--- src/rtl/wb_master_pipelined.sv ---
// Wishbone B4 pipelined master: turns a valid/ready command stream into
// pipelined bus requests and returns in-order responses.
module wb_master_pipelined #(
  parameter int unsigned adr_width       = 16,
  parameter int unsigned dat_width       = 16,
  parameter int unsigned max_outstanding = 4
) (
  input  logic                 clk,
  input  logic                 rst,
  input  logic                 cmd_valid,
  output logic                 cmd_ready,
  input  logic                 cmd_we,
  input  logic [adr_width-1:0] cmd_adr,
  input  logic [dat_width-1:0] cmd_dat,
  output logic                 rsp_valid,
  output logic                 rsp_we,
  output logic [dat_width-1:0] rsp_dat,
  output logic                 err,
  output logic                 wb_cyc,
  output logic                 wb_stb,
  output logic                 wb_we,
  output logic [adr_width-1:0] wb_adr,
  output logic [dat_width-1:0] wb_dat_o,
  input  logic [dat_width-1:0] wb_dat_i,
  input  logic                 wb_ack,
  input  logic                 wb_stall
);

  localparam int unsigned IW = $clog2(max_outstanding + 1);
  localparam int unsigned PW = (max_outstanding > 1) ? $clog2(max_outstanding) : 1;
  localparam logic [IW-1:0] MAX_CNT  = IW'(max_outstanding);
  localparam logic [PW-1:0] LAST_PTR = PW'(max_outstanding - 1);

  logic [IW-1:0]              inflight_q, inflight_d;
  logic [max_outstanding-1:0] tags_q, tags_d;
  logic [PW-1:0]              wr_ptr_q, wr_ptr_d;
  logic [PW-1:0]              rd_ptr_q, rd_ptr_d;
  logic                       wb_cyc_q, wb_cyc_d;
  logic                       wb_stb_q, wb_stb_d;
  logic                       wb_we_q, wb_we_d;
  logic [adr_width-1:0]       wb_adr_q, wb_adr_d;
  logic [dat_width-1:0]       wb_dat_o_q, wb_dat_o_d;
  logic                       rsp_valid_q, rsp_valid_d;
  logic                       rsp_we_q, rsp_we_d;
  logic [dat_width-1:0]       rsp_dat_q, rsp_dat_d;
  logic                       err_q, err_d;
  logic                       cmd_ready_c;
  logic                       accept_c;
  logic                       ack_ok_c;
  logic                       pop_tag_c;

  // Ring-pointer increment that wraps at the FIFO depth.
  function automatic logic [PW-1:0] ptr_inc(input logic [PW-1:0] p);
    return (p == LAST_PTR) ? '0 : p + PW'(1);
  endfunction

  // Accept gating: credit limit plus no pending stalled request.
  always_comb begin
    cmd_ready_c = (inflight_q < MAX_CNT) && (!wb_stb_q || !wb_stall);
    accept_c    = cmd_valid && cmd_ready_c;
    ack_ok_c    = wb_ack && (inflight_q != '0);
    pop_tag_c   = tags_q[rd_ptr_q];
  end

  // Next-state for request stage, credit counter, tag FIFO and response stage.
  always_comb begin
    inflight_d  = inflight_q;
    tags_d      = tags_q;
    wr_ptr_d    = wr_ptr_q;
    rd_ptr_d    = rd_ptr_q;
    wb_stb_d    = wb_stb_q;
    wb_we_d     = wb_we_q;
    wb_adr_d    = wb_adr_q;
    wb_dat_o_d  = wb_dat_o_q;
    rsp_valid_d = 1'b0;
    rsp_we_d    = 1'b0;
    rsp_dat_d   = '0;
    err_d       = err_q;

    if (accept_c && !ack_ok_c) begin
      inflight_d = inflight_q + IW'(1);
    end else if (!accept_c && ack_ok_c) begin
      inflight_d = inflight_q - IW'(1);
    end

    if (accept_c) begin
      wb_stb_d         = 1'b1;
      wb_we_d          = cmd_we;
      wb_adr_d         = cmd_adr;
      wb_dat_o_d       = cmd_dat;
      tags_d[wr_ptr_q] = cmd_we;
      wr_ptr_d         = ptr_inc(wr_ptr_q);
    end else if (wb_stb_q && !wb_stall) begin
      wb_stb_d = 1'b0;
    end

    if (ack_ok_c) begin
      rd_ptr_d    = ptr_inc(rd_ptr_q);
      rsp_valid_d = 1'b1;
      rsp_we_d    = pop_tag_c;
      rsp_dat_d   = pop_tag_c ? '0 : wb_dat_i;
    end

    if (wb_ack && (inflight_q == '0)) begin
      err_d = 1'b1;
    end

    wb_cyc_d = (inflight_d != '0);
  end

  // State registers with synchronous reset.
  always_ff @(posedge clk) begin
    if (rst) begin
      inflight_q  <= '0;
      tags_q      <= '0;
      wr_ptr_q    <= '0;
      rd_ptr_q    <= '0;
      wb_cyc_q    <= 1'b0;
      wb_stb_q    <= 1'b0;
      wb_we_q     <= 1'b0;
      wb_adr_q    <= '0;
      wb_dat_o_q  <= '0;
      rsp_valid_q <= 1'b0;
      rsp_we_q    <= 1'b0;
      rsp_dat_q   <= '0;
      err_q       <= 1'b0;
    end else begin
      inflight_q  <= inflight_d;
      tags_q      <= tags_d;
      wr_ptr_q    <= wr_ptr_d;
      rd_ptr_q    <= rd_ptr_d;
      wb_cyc_q    <= wb_cyc_d;
      wb_stb_q    <= wb_stb_d;
      wb_we_q     <= wb_we_d;
      wb_adr_q    <= wb_adr_d;
      wb_dat_o_q  <= wb_dat_o_d;
      rsp_valid_q <= rsp_valid_d;
      rsp_we_q    <= rsp_we_d;
      rsp_dat_q   <= rsp_dat_d;
      err_q       <= err_d;
    end
  end

  assign cmd_ready = cmd_ready_c;
  assign wb_cyc    = wb_cyc_q;
  assign wb_stb    = wb_stb_q;
  assign wb_we     = wb_we_q;
  assign wb_adr    = wb_adr_q;
  assign wb_dat_o  = wb_dat_o_q;
  assign rsp_valid = rsp_valid_q;
  assign rsp_we    = rsp_we_q;
  assign rsp_dat   = rsp_dat_q;
  assign err       = err_q;

endmodule

--- config.mk ---
export PLATFORM = sky130hd
export DESIGN_NAME = wb_master_pipelined
export DESIGN_NICKNAME = d
export VERILOG_FILES = /design/src/rtl/wb_master_pipelined.sv
export SDC_FILE = /design/constraint.sdc
export NUM_CORES = 1
export LEC_CHECK = 0
export CAP_MARGIN = 25
export CORE_ASPECT_RATIO = 0.9
export CORE_MARGIN = 1.5
export CORE_UTILIZATION = 50
export CTS_CLUSTER_DIAMETER = 40
export DETAILED_ROUTE_END_ITERATION = 8
export DONT_BUFFER_PORTS = 1
export GPL_TIMING_DRIVEN = 0
export HOLD_SLACK_MARGIN = 0.15
export PLACE_DENSITY = 0.68
export SETUP_SLACK_MARGIN = 0.1
export SLEW_MARGIN = 20
export SYNTH_ARGS = -nofsm -noshare
export SYNTH_HDL_FRONTEND = slang
export SYNTH_SLANG_ARGS = --single-unit
--- constraint.sdc ---
create_clock -name clk -period 1.41 [get_ports clk]
set_input_delay 0.282 -clock clk [delete_from_list [all_inputs] [get_ports clk]]
set_output_delay 0.282 -clock clk [all_outputs]
set_load 0.005 [all_outputs]
==> metrics.md <==
| Metric | Value |
|---|---|
| Setup crit end kind | `flip-flop` |
| Total global-route track usage | `0.227` |
| Area Growth Syn to Fin | `57.2%` |
| Drt drc | `0` |
| First-pass GRT wire length | `8670 µm` |
| Grt met1 use | `0.252` |
| Avg Vias per Cell | `5.26` |
| Yosys reg bits | `65` |
| Hold Violations, Final | `0` |
| Die X | `75.8 µm` |
| Nets@finish | `402` |
| WL final | `6730 µm` |
| Synthesized cell area | `2390 µm²` |
| Maxcap violations | `0` |
| Worst-case vdd ir drop | `1.08 mV` |
| Reg area | `1320 µm²` |
| Root Buffer | `clkbuf_8` |
| Slew headroom | `0.541` |
| Total power after layout | `5.54 mW` |
| DIE HEIGHT | `68.5 µm` |
| LEAKAGE | `1.58 nW` |
| Detailed Routing Iterations Pass 1 | `4` |
| TritonCTS clock tree | `done` |
| Syn Area/Cell | `9.07 µm²` |
| Violated checks | `setup timing` |
| Routed Antenna Nets | `0` |
| Slowest cell on the critical path | `dfxtp_4` |
| Highest clock rate | `0.683 GHz` |
| 1st-iter DRT viols | `76` |
| # rows | `23` |
| CP Launch Type | `flip-flop` |
| Initial antenna violation count | `0` |
| Area post-placement | `2490 µm²` |
| Pwr dens | `1480 nW/µm²` |
| Met2 Use GR | `0.389` |
| Post-route cell area | `3750 µm²` |
| Crit path kind | `reg2reg` |
| Min Tclk post-route | `1460 ps` |
| Wirelength per Cell | `16.5 µm` |
| Crit-path max cell delay | `370 ps` |
| Via count | `2141` |
| Layout cells sized above 1 | `0.357` |
| I/O Buffers | `0` |
| Netlist cell types | `31` |
| I/O pins | `109` |
| Req. time, crit path | `1670 ps` |
| Setup Skew | `9.82 ps` |
| Pin count of the biggest net entering global routing | `11` |
| Hold Startpoint | `wb_stall` |
| Ant diodes | `0` |
| HPWL after DPL | `3320 µm` |
| Outcome | `finished with violations` |
| Most used routing layer | `met2` |
| RePlAce Congestion | `0.858` |
| RR Startpoint | `wb_stb` |
| Cell repeated most along the worst path | `buf_12` |
| Clock Path Buffers | `2` |
| Worst Path Max Fanout | `7` |
| Non-Filler Instances | `407` |
| Final worst slack | `-54.7 ps` |
| Cts bufs inserted | `9` |
| Placed Cells | `325` |
| Register area share after synthesis | `0.545` |
| Cells after synthesis | `263` |
| Post-synth net total | `325` |
| Final setup vio count | `28` |
| CTS clock-pin slew for the worst setup and hold paths | `70 ps` |
| Met3 Resource Use GR | `0.102` |
| Min-Delay Path Class | `in2reg` |
| Syn. warnings | `0` |
| Max H-tree Level | `3` |
| Worst EP arrival | `1730 ps` |
| Crit-path cells | `a21bo_4 -> nor2_4 -> buf_6 -> buf_12 -> buf_12 -> nand2_4 -> a21oi_2` |
| CTS Sinks | `65` |
| Vias in the first global route | `1974` |
| Final Cycle Share | `1.04` |
| Pre-CTS WS | `-142 ps` |
| Worst-margin pin slew | `688 ps` |
| Die ar. | `5200 µm²` |
| Critical Path Start | `wb_stb` |
| Unrepaired setup endpoints after global routing | `yes` |
| Max-slew violations | `0` |
| Fillcell total | `255` |
| Initial Utilization | `0.528` |
| Clock latency on the worst-skew pair | `340 ps` |
| Core ar. | `4520 µm²` |
| Fin util | `0.830` |
| Multi-input logic area | `1340 µm²` |
| Grt ovf | `0` |
final timing paths:
check | end | slack (ps) | cells after the start
setup / recovery | wb_adr[1] | -50 | 7
hold / removal | inflight_q[2] | 240 | 3
setup reg to reg | wb_adr[1] | -50 | 7
hold reg to reg | rd_ptr_q[1] | 480 | 2
critical path: cells and delay by family (launching register included):
family                 cells  cell delay [ps]
DFF                        1              370
AOI/OAI and AO/OA          2              400
and+or+nand+nor            2              200
buffers and inverters      3              420
kinds of logic after synthesis:
family / after synthesis / synth area share
compound gates: 48 / 0.109
buf+inv: 20 / 0.0383
simple gates: 115 / 0.226
flops: 65 / 0.545
xor+xnor: 1 / 0.00944
mux: 5 / 0.0262
fa+ha+maj: 9 / 0.0461
layout make-up:
cell class	count	share of cell area
Clock inverter	3	0.0107
Inverter	6	0.00600
Tap cell	62	0.0207
Sequential cell	65	0.351
Clock buffer	13	0.0397
Buffer	14	0.0347
Timing Repair Buffer	66	0.181
Multi-Input combinational cell	178	0.357
Yosys cell counts:
library cell	count	area [µm²]
mux4_2	1	22.5
buf_2	7	35.0
nand2b_1	1	6.26
nor2b_2	1	8.76
ha_1	8	100
mux2i_1	4	40.0
dfxtp_1	65	1300
o31ai_1	1	7.51
inv_1	6	22.5
maj3_1	1	10.0
nand2_1	77	289
and3_1	1	6.26
buf_1	1	3.75
o21ba_1	1	10.0
nand2b_2	1	8.76
nor2_4	1	11.3
a31oi_1	1	6.26
o21ai_0	2	10.0
a21boi_0	1	7.51
clkbuf_1	5	18.8
nor3_4	1	16.3
and2_1	1	6.26
nor2_1	11	41.3
xnor3_1	1	22.5
buf_6	1	11.3
nor4bb_1	1	10.0
a21oi_1	40	200
nor3_1	3	15.0
and2_2	16	120
o211ai_1	1	7.51
a21bo_2	1	10.0
repair_timing:
action / CTS / global route
setup endpoints to repair: 55 / 62
pin swaps: 14 / 43
cloned: 1 / 2
buffers inserted: 11 / 2
endpoints found under the hold margin: 57 / 0
gates resized for setup: 43 / 79
hold buffers: 52 / 0
report_power, final:
part           leakage (nW)  total (mW)  internal (mW)  switching [mW]
clock network        0.0974        1.54          0.861           0.676
registers             0.535        2.29           2.09           0.194
logic                 0.951        1.71          0.902           0.808
total                  1.58        5.54           3.86            1.68
state kept, by name, indices dropped and copies added, names as in the netlist, 2 cells and up:
signal / cells
rd_ptr_q: 2
wb_dat_o: 16
wb_adr: 16
tags_q: 4
inflight_q: 3
rsp_dat: 16
wr_ptr_q: 2
stage by stage:
stage | hold WS, ps | TNS, ps
final | 237 | -544
after floorplan | 358 | 0
after global routing | 239 | -2950
after CTS | 220 | -21.9
after global placement | 365 | -2190
after detailed placement | 366 | -2570
cell usage in the layout (no fill, tap or decap), types with 9 or more instances in the layout:
cell type / netlist / final
nand2_1: 77 / 53
dlygate4sd3_1: 0 / 52
clkbuf_8: 0 / 10
nand2_4: 0 / 19
a21oi_1: 40 / 17
a21oi_2: 0 / 23
buf_4: 0 / 10
and2_2: 16 / 9
dfxtp_1: 65 / 60
routing by layer:
metal  up-vias  part of all wire
met3        14             0.089
met1      1015              0.37
li1       1006                 -
met4         0             0.023
met5         -                 0
met2       106              0.51
Note: power is estimated with default switching activity, not from simulation.
==> RTL edit 1, RTL diff (same flow settings) <==
Reset style: asynchronous (`rst`), changed in one clocked block. Comments in the files are not updated.
--- a/src/rtl/wb_master_pipelined.sv
+++ b/src/rtl/wb_master_pipelined.sv
@@ -109,7 +109,7 @@
   end
 
   // State registers with synchronous reset.
-  always_ff @(posedge clk) begin
+  always_ff @(posedge clk or posedge rst) begin
     if (rst) begin
       inflight_q  <= '0;
       tags_q      <= '0;
Check against the original RTL: differs if rst is asserted again (counterexample within 4 cycles, from zero or initial values and one cycle with rst high); with rst held inactive, the same outputs for 10 cycles.
==> RTL edit 1 against the original RTL <==
  * The run still ends with negative setup slack left
  * Highest routed layer unchanged
  * Area after synthesis increased by 8.6%
  * Core utilization increased by 1.6 points
  * Wire length increased by 12%
  * Final area increased by 11%
  * Worst setup slack got worse by 0.16 ns
  * Sequential cell count unchanged
  * Maximum frequency decreased by 9.9%
Power is not compared: it rests on default switching activity, and its combinational part moved more than twofold at a synthesized area within 25%.
==> RTL edit 1: results (changes against the original RTL) <==
- # clk buffers: 12 (-1)
- Vias after detailed routing: 2131 (-0.47%)
- Metal2 WL: 3730 um (+7.9%)
- First-iteration detailed-routing DRC count: 88 (+16%)
- Largest net degree at the start of global routing: 27 (+16)
- Compound-Gate Fraction of Synth Area: 4.10% (-6.8 points)
- CP delay by family, top: compound AO/OA/AOI/OAI gates
- Cell Area, Placed: 2760 um2 (+11%)
- Most frequent cells after synthesis: nand2_1, dfrtp_1, and2_1
- Final setup fails: 56 (+100%)
- GR Layer Usage met3: 8.79% (-1.4 points)
- Critical path origin: inflight_q[2]
- Post-CTS resize count: 62 (+44%)
- Reg2reg path depth: 4 (-3)
- Hold endpoint: rsp_valid
- Seq/Total Area, Yosys: 62.8% (+8.2 points)
- Layout cells sized above 1: 40.5% (+4.8 points)
- FILL cells: 242 (-5.1%)
- Failing checks: negative setup slack
- Crit-path max cell delay: 0.45 ns (+0.08 ns)
- GRT Overall Usage: 25.7% (+3.0 points)
- Bufs w/o clock: 90 (+13%)
- Worst Clk Skew: 0.00483 ns (-0.00499 ns)
- CP endpoint: wb_cyc
- Met1 Usage GRT: 30.9% (+5.7 points)
- M1 WL: 3060 um (+21%)
- Worst setup margin: -0.215 ns (-0.160 ns)
- Post-Route WL: 7570 um (+12%)
- Multiplexer share of the synthesized area: 3.04% (+0.42 points)
- Post-detail-place hpwl: 3340 um (+0.60%)
- Async SR Flop Fraction: 100% (+100 points)
- Adder-cell share of the synthesized area: 3.86% (-0.75 points)
- Placed cell count: 315 (-3.1%)
- Final-layout clock-cell area share: 4.68% (-0.35 points)
- Status: finished, violations left
- Synth area leaders: dfrtp_1, nand2_1, and2_1, ha_1, mux2_2
- Sequential cell area share: 39.1% (+4.0 points)
- First-pass GRT wire length: 10600 um (+22%)
- Critical-path maximum fanout: 4 (-3)
- CP max stage cell: dfrtp_2
[RTL edit 1: cell types whose count changed after synthesis, moves of 3 or more]
cell | unedited run | this run
mux2i_1 | 4 | 0
dfxtp_1 | 65 | 0
dfrtp_1 | 0 | 65
a21oi_1 | 40 | 0
inv_1 | 6 | 9
and2_1 | 1 | 17
mux2_2 | 0 | 5
nand2_1 | 77 | 110
and2_2 | 16 | 0
nor2_1 | 11 | 1
[RTL edit 1: through the flow]
stage / power (mW) / TNS (ns) / worst slack, ns
finish: 8.41 / -4.83 / -0.215
global route: 8.91 / -7.45 / -0.230
CTS: 7.76 / -1.72 / -0.189
detailed placement: 5.13 / -4.06 / -0.200
global placement: 5.02 / -3.93 / -0.198
floorplan: 4.65 / -0.100 / -0.100
==> RTL edit 2, RTL diff (same settings) <==
Without the edit above. The parameter `max_outstanding` goes from 4 to 8.
--- a/src/rtl/wb_master_pipelined.sv
+++ b/src/rtl/wb_master_pipelined.sv
@@ -3,7 +3,7 @@
 module wb_master_pipelined #(
   parameter int unsigned adr_width       = 16,
   parameter int unsigned dat_width       = 16,
-  parameter int unsigned max_outstanding = 4
+  parameter int unsigned max_outstanding = 8
 ) (
   input  logic                 clk,
   input  logic                 rst,
Behaviour: not the same (Yosys sat finds a counterexample within 10 cycles, from zero or initial values and one cycle with rst high).
==> RTL edit 2 against the original RTL <==
  * The flow still finishes with violations (negative setup slack)
  * Hold slack worse by 0.019 ns
  * Final area rose by 22%
  * Critical path depth rose by 1
  * Worst setup slack worse by 0.28 ns
  * Power up 26%
  * Wire length grew 44%
  * Global-route usage is 3.1 points higher
  * Sequential cell count rose by 7
  * Count of clock-buffer cells in the layout is 3 lower
  * Area after synthesis up 14%
  * Via count increased by 23%
  * Non-clock buffer count increased by 22
  * Final cell count increased by 14%
  * Critical path type unchanged
==> RTL edit 2: results (changes against the original RTL) <==
- Postcts setup bufs: 16 (+5)
- Most frequent cells after synthesis: nand2_1, dfxtp_1, a21oi_1
- Synthesis warning total: 0 (unchanged)
- Syn_nets: 359 (+10%)
- Critical path arrival: 1.98 ns (+0.25 ns)
- Non-filler cells, final: 463 (+14%)
- Internal cell power: 4.79 mW (+24%)
- Worst setup margin: -0.339 ns (-0.284 ns)
- Post-Route WL: 9720 um (+44%)
- Layout cells sized above 1: 40.4% (+4.8 points)
- Post-CTS resize count: 42 (-2.3%)
- Comb group: 2.40 mW (+40%)
- First-iteration detailed-routing DRC count: 135 (+78%)
- Met3 routed WL: 727 um (+21%)
- Vias in the first global route: 2340 (+19%)
- Hold WS: 0.218 ns (-0.0191 ns)
- GR Layer Usage met3: 9.88% (-0.30 points)
- Hold depth: 3 (unchanged)
- Post-detail-place hpwl: 4090 um (+23%)
- Psw: 2.18 mW (+30%)
- Register area: 1460 um2 (+11%)
- Gate Count Post-Synth: 299 (+14%)
- Cell Area, Placed: 2880 um2 (+15%)
- Failing checks: negative setup slack
- Max IR drop VDD: 1.13 mV (+5.3%)
- CP endpoint: wb_cyc
- RR Startpoint: inflight_q[1]
- GR Util met2: 46.5% (+7.6 points)
- Hold path start: wb_ack
- Final setup fails: 68 (+140%)
- Critical-path maximum fanout: 5 (-2)
- Pleak: 1.89 nW (+19%)
- Hold endpoint: err
- Setup TNS: -11.92 ns (-11.38 ns)
- Placed cell count: 366 (+13%)
- First-pass GRT wire length: 11300 um (+30%)
- Status: finished, violations left
- Via density: 5.67 (+7.7%)
- Synth area leaders: dfxtp_1, nand2_1, a21oi_1, and2_1, mux2i_1
- Routability congestion estimate: 0.748 (-13%)
- H-tree levels: 3 (unchanged)
- N_diodes: 0 (unchanged)
- Cell variety after synth: 41 (+32%)
- Reg2reg path depth: 8 (+1)
- M1 WL: 3320 um (+32%)
- Top FF cell, synth: dfxtp_1
- Cts hold-fix bufs: 49 (-5.8%)
- Clock share of power: 29.7% (+1.9 points)
- FILL cells: 225 (-12%)
- GRT Overall Usage: 25.8% (+3.1 points)
- Post-layout net count: 451 (+12%)
- Largest net degree at the start of global routing: 14 (+3)
- Worst Clk Skew: 0.00940 ns (-0.000422 ns)
- Relative slew slack: 48.6% (-5.5 points)
- Met1 Usage GRT: 27.2% (+2.0 points)
- Seq/Total Area, Yosys: 53.1% (-1.4 points)
- Worst slack at placement: -0.431 ns (-0.289 ns)
- Root Driver: clkbuf_8
- Num CTS Buffers: 9 (unchanged)
- Metal2 WL: 5260 um (+52%)
==> RTL edit 2: cell count changes after synthesis, sizes merged, moves of 4 or more <==
cell / change
dfxtp: +7
nor2: +5
mux2i: +6
clkbuf: +6
nand2: -4
==> RTL edit 2: cell type report <==
cell class,instances,share of cell area [%]
Clock buffer,10,3.01
Inverter,6,0.547
Clock inverter,6,2.52
Multi-Input combinational cell,200,36.6
Tap cell,67,1.83
Buffer,20,4.13
Timing Repair Buffer,82,19.4
Sequential cell,72,31.9
==> RTL edit 2: critical path, cell delays in order (launching register included) <==
cell and delay, ns:
dfxtp_4 0.37, inv_4 0.07, ha_4 0.16, nand2b_4 0.07, o21ai_4 0.17, buf_6 0.16
a31oi_4 0.09, mux2_4 0.31, a211o_1 0.23
==> RTL edit 2: cell families after synthesis <==
kind of cell	after synthesis	synth area share (%)
AOI/OAI and AO/OA	52	10.8
buffers and inverters	27	4.47
and+or+nand+nor	126	22.0
adders and majority gates	7	3.18
DFF	72	53.1
muxes	13	5.77
xor gates and xnor gates	2	0.646
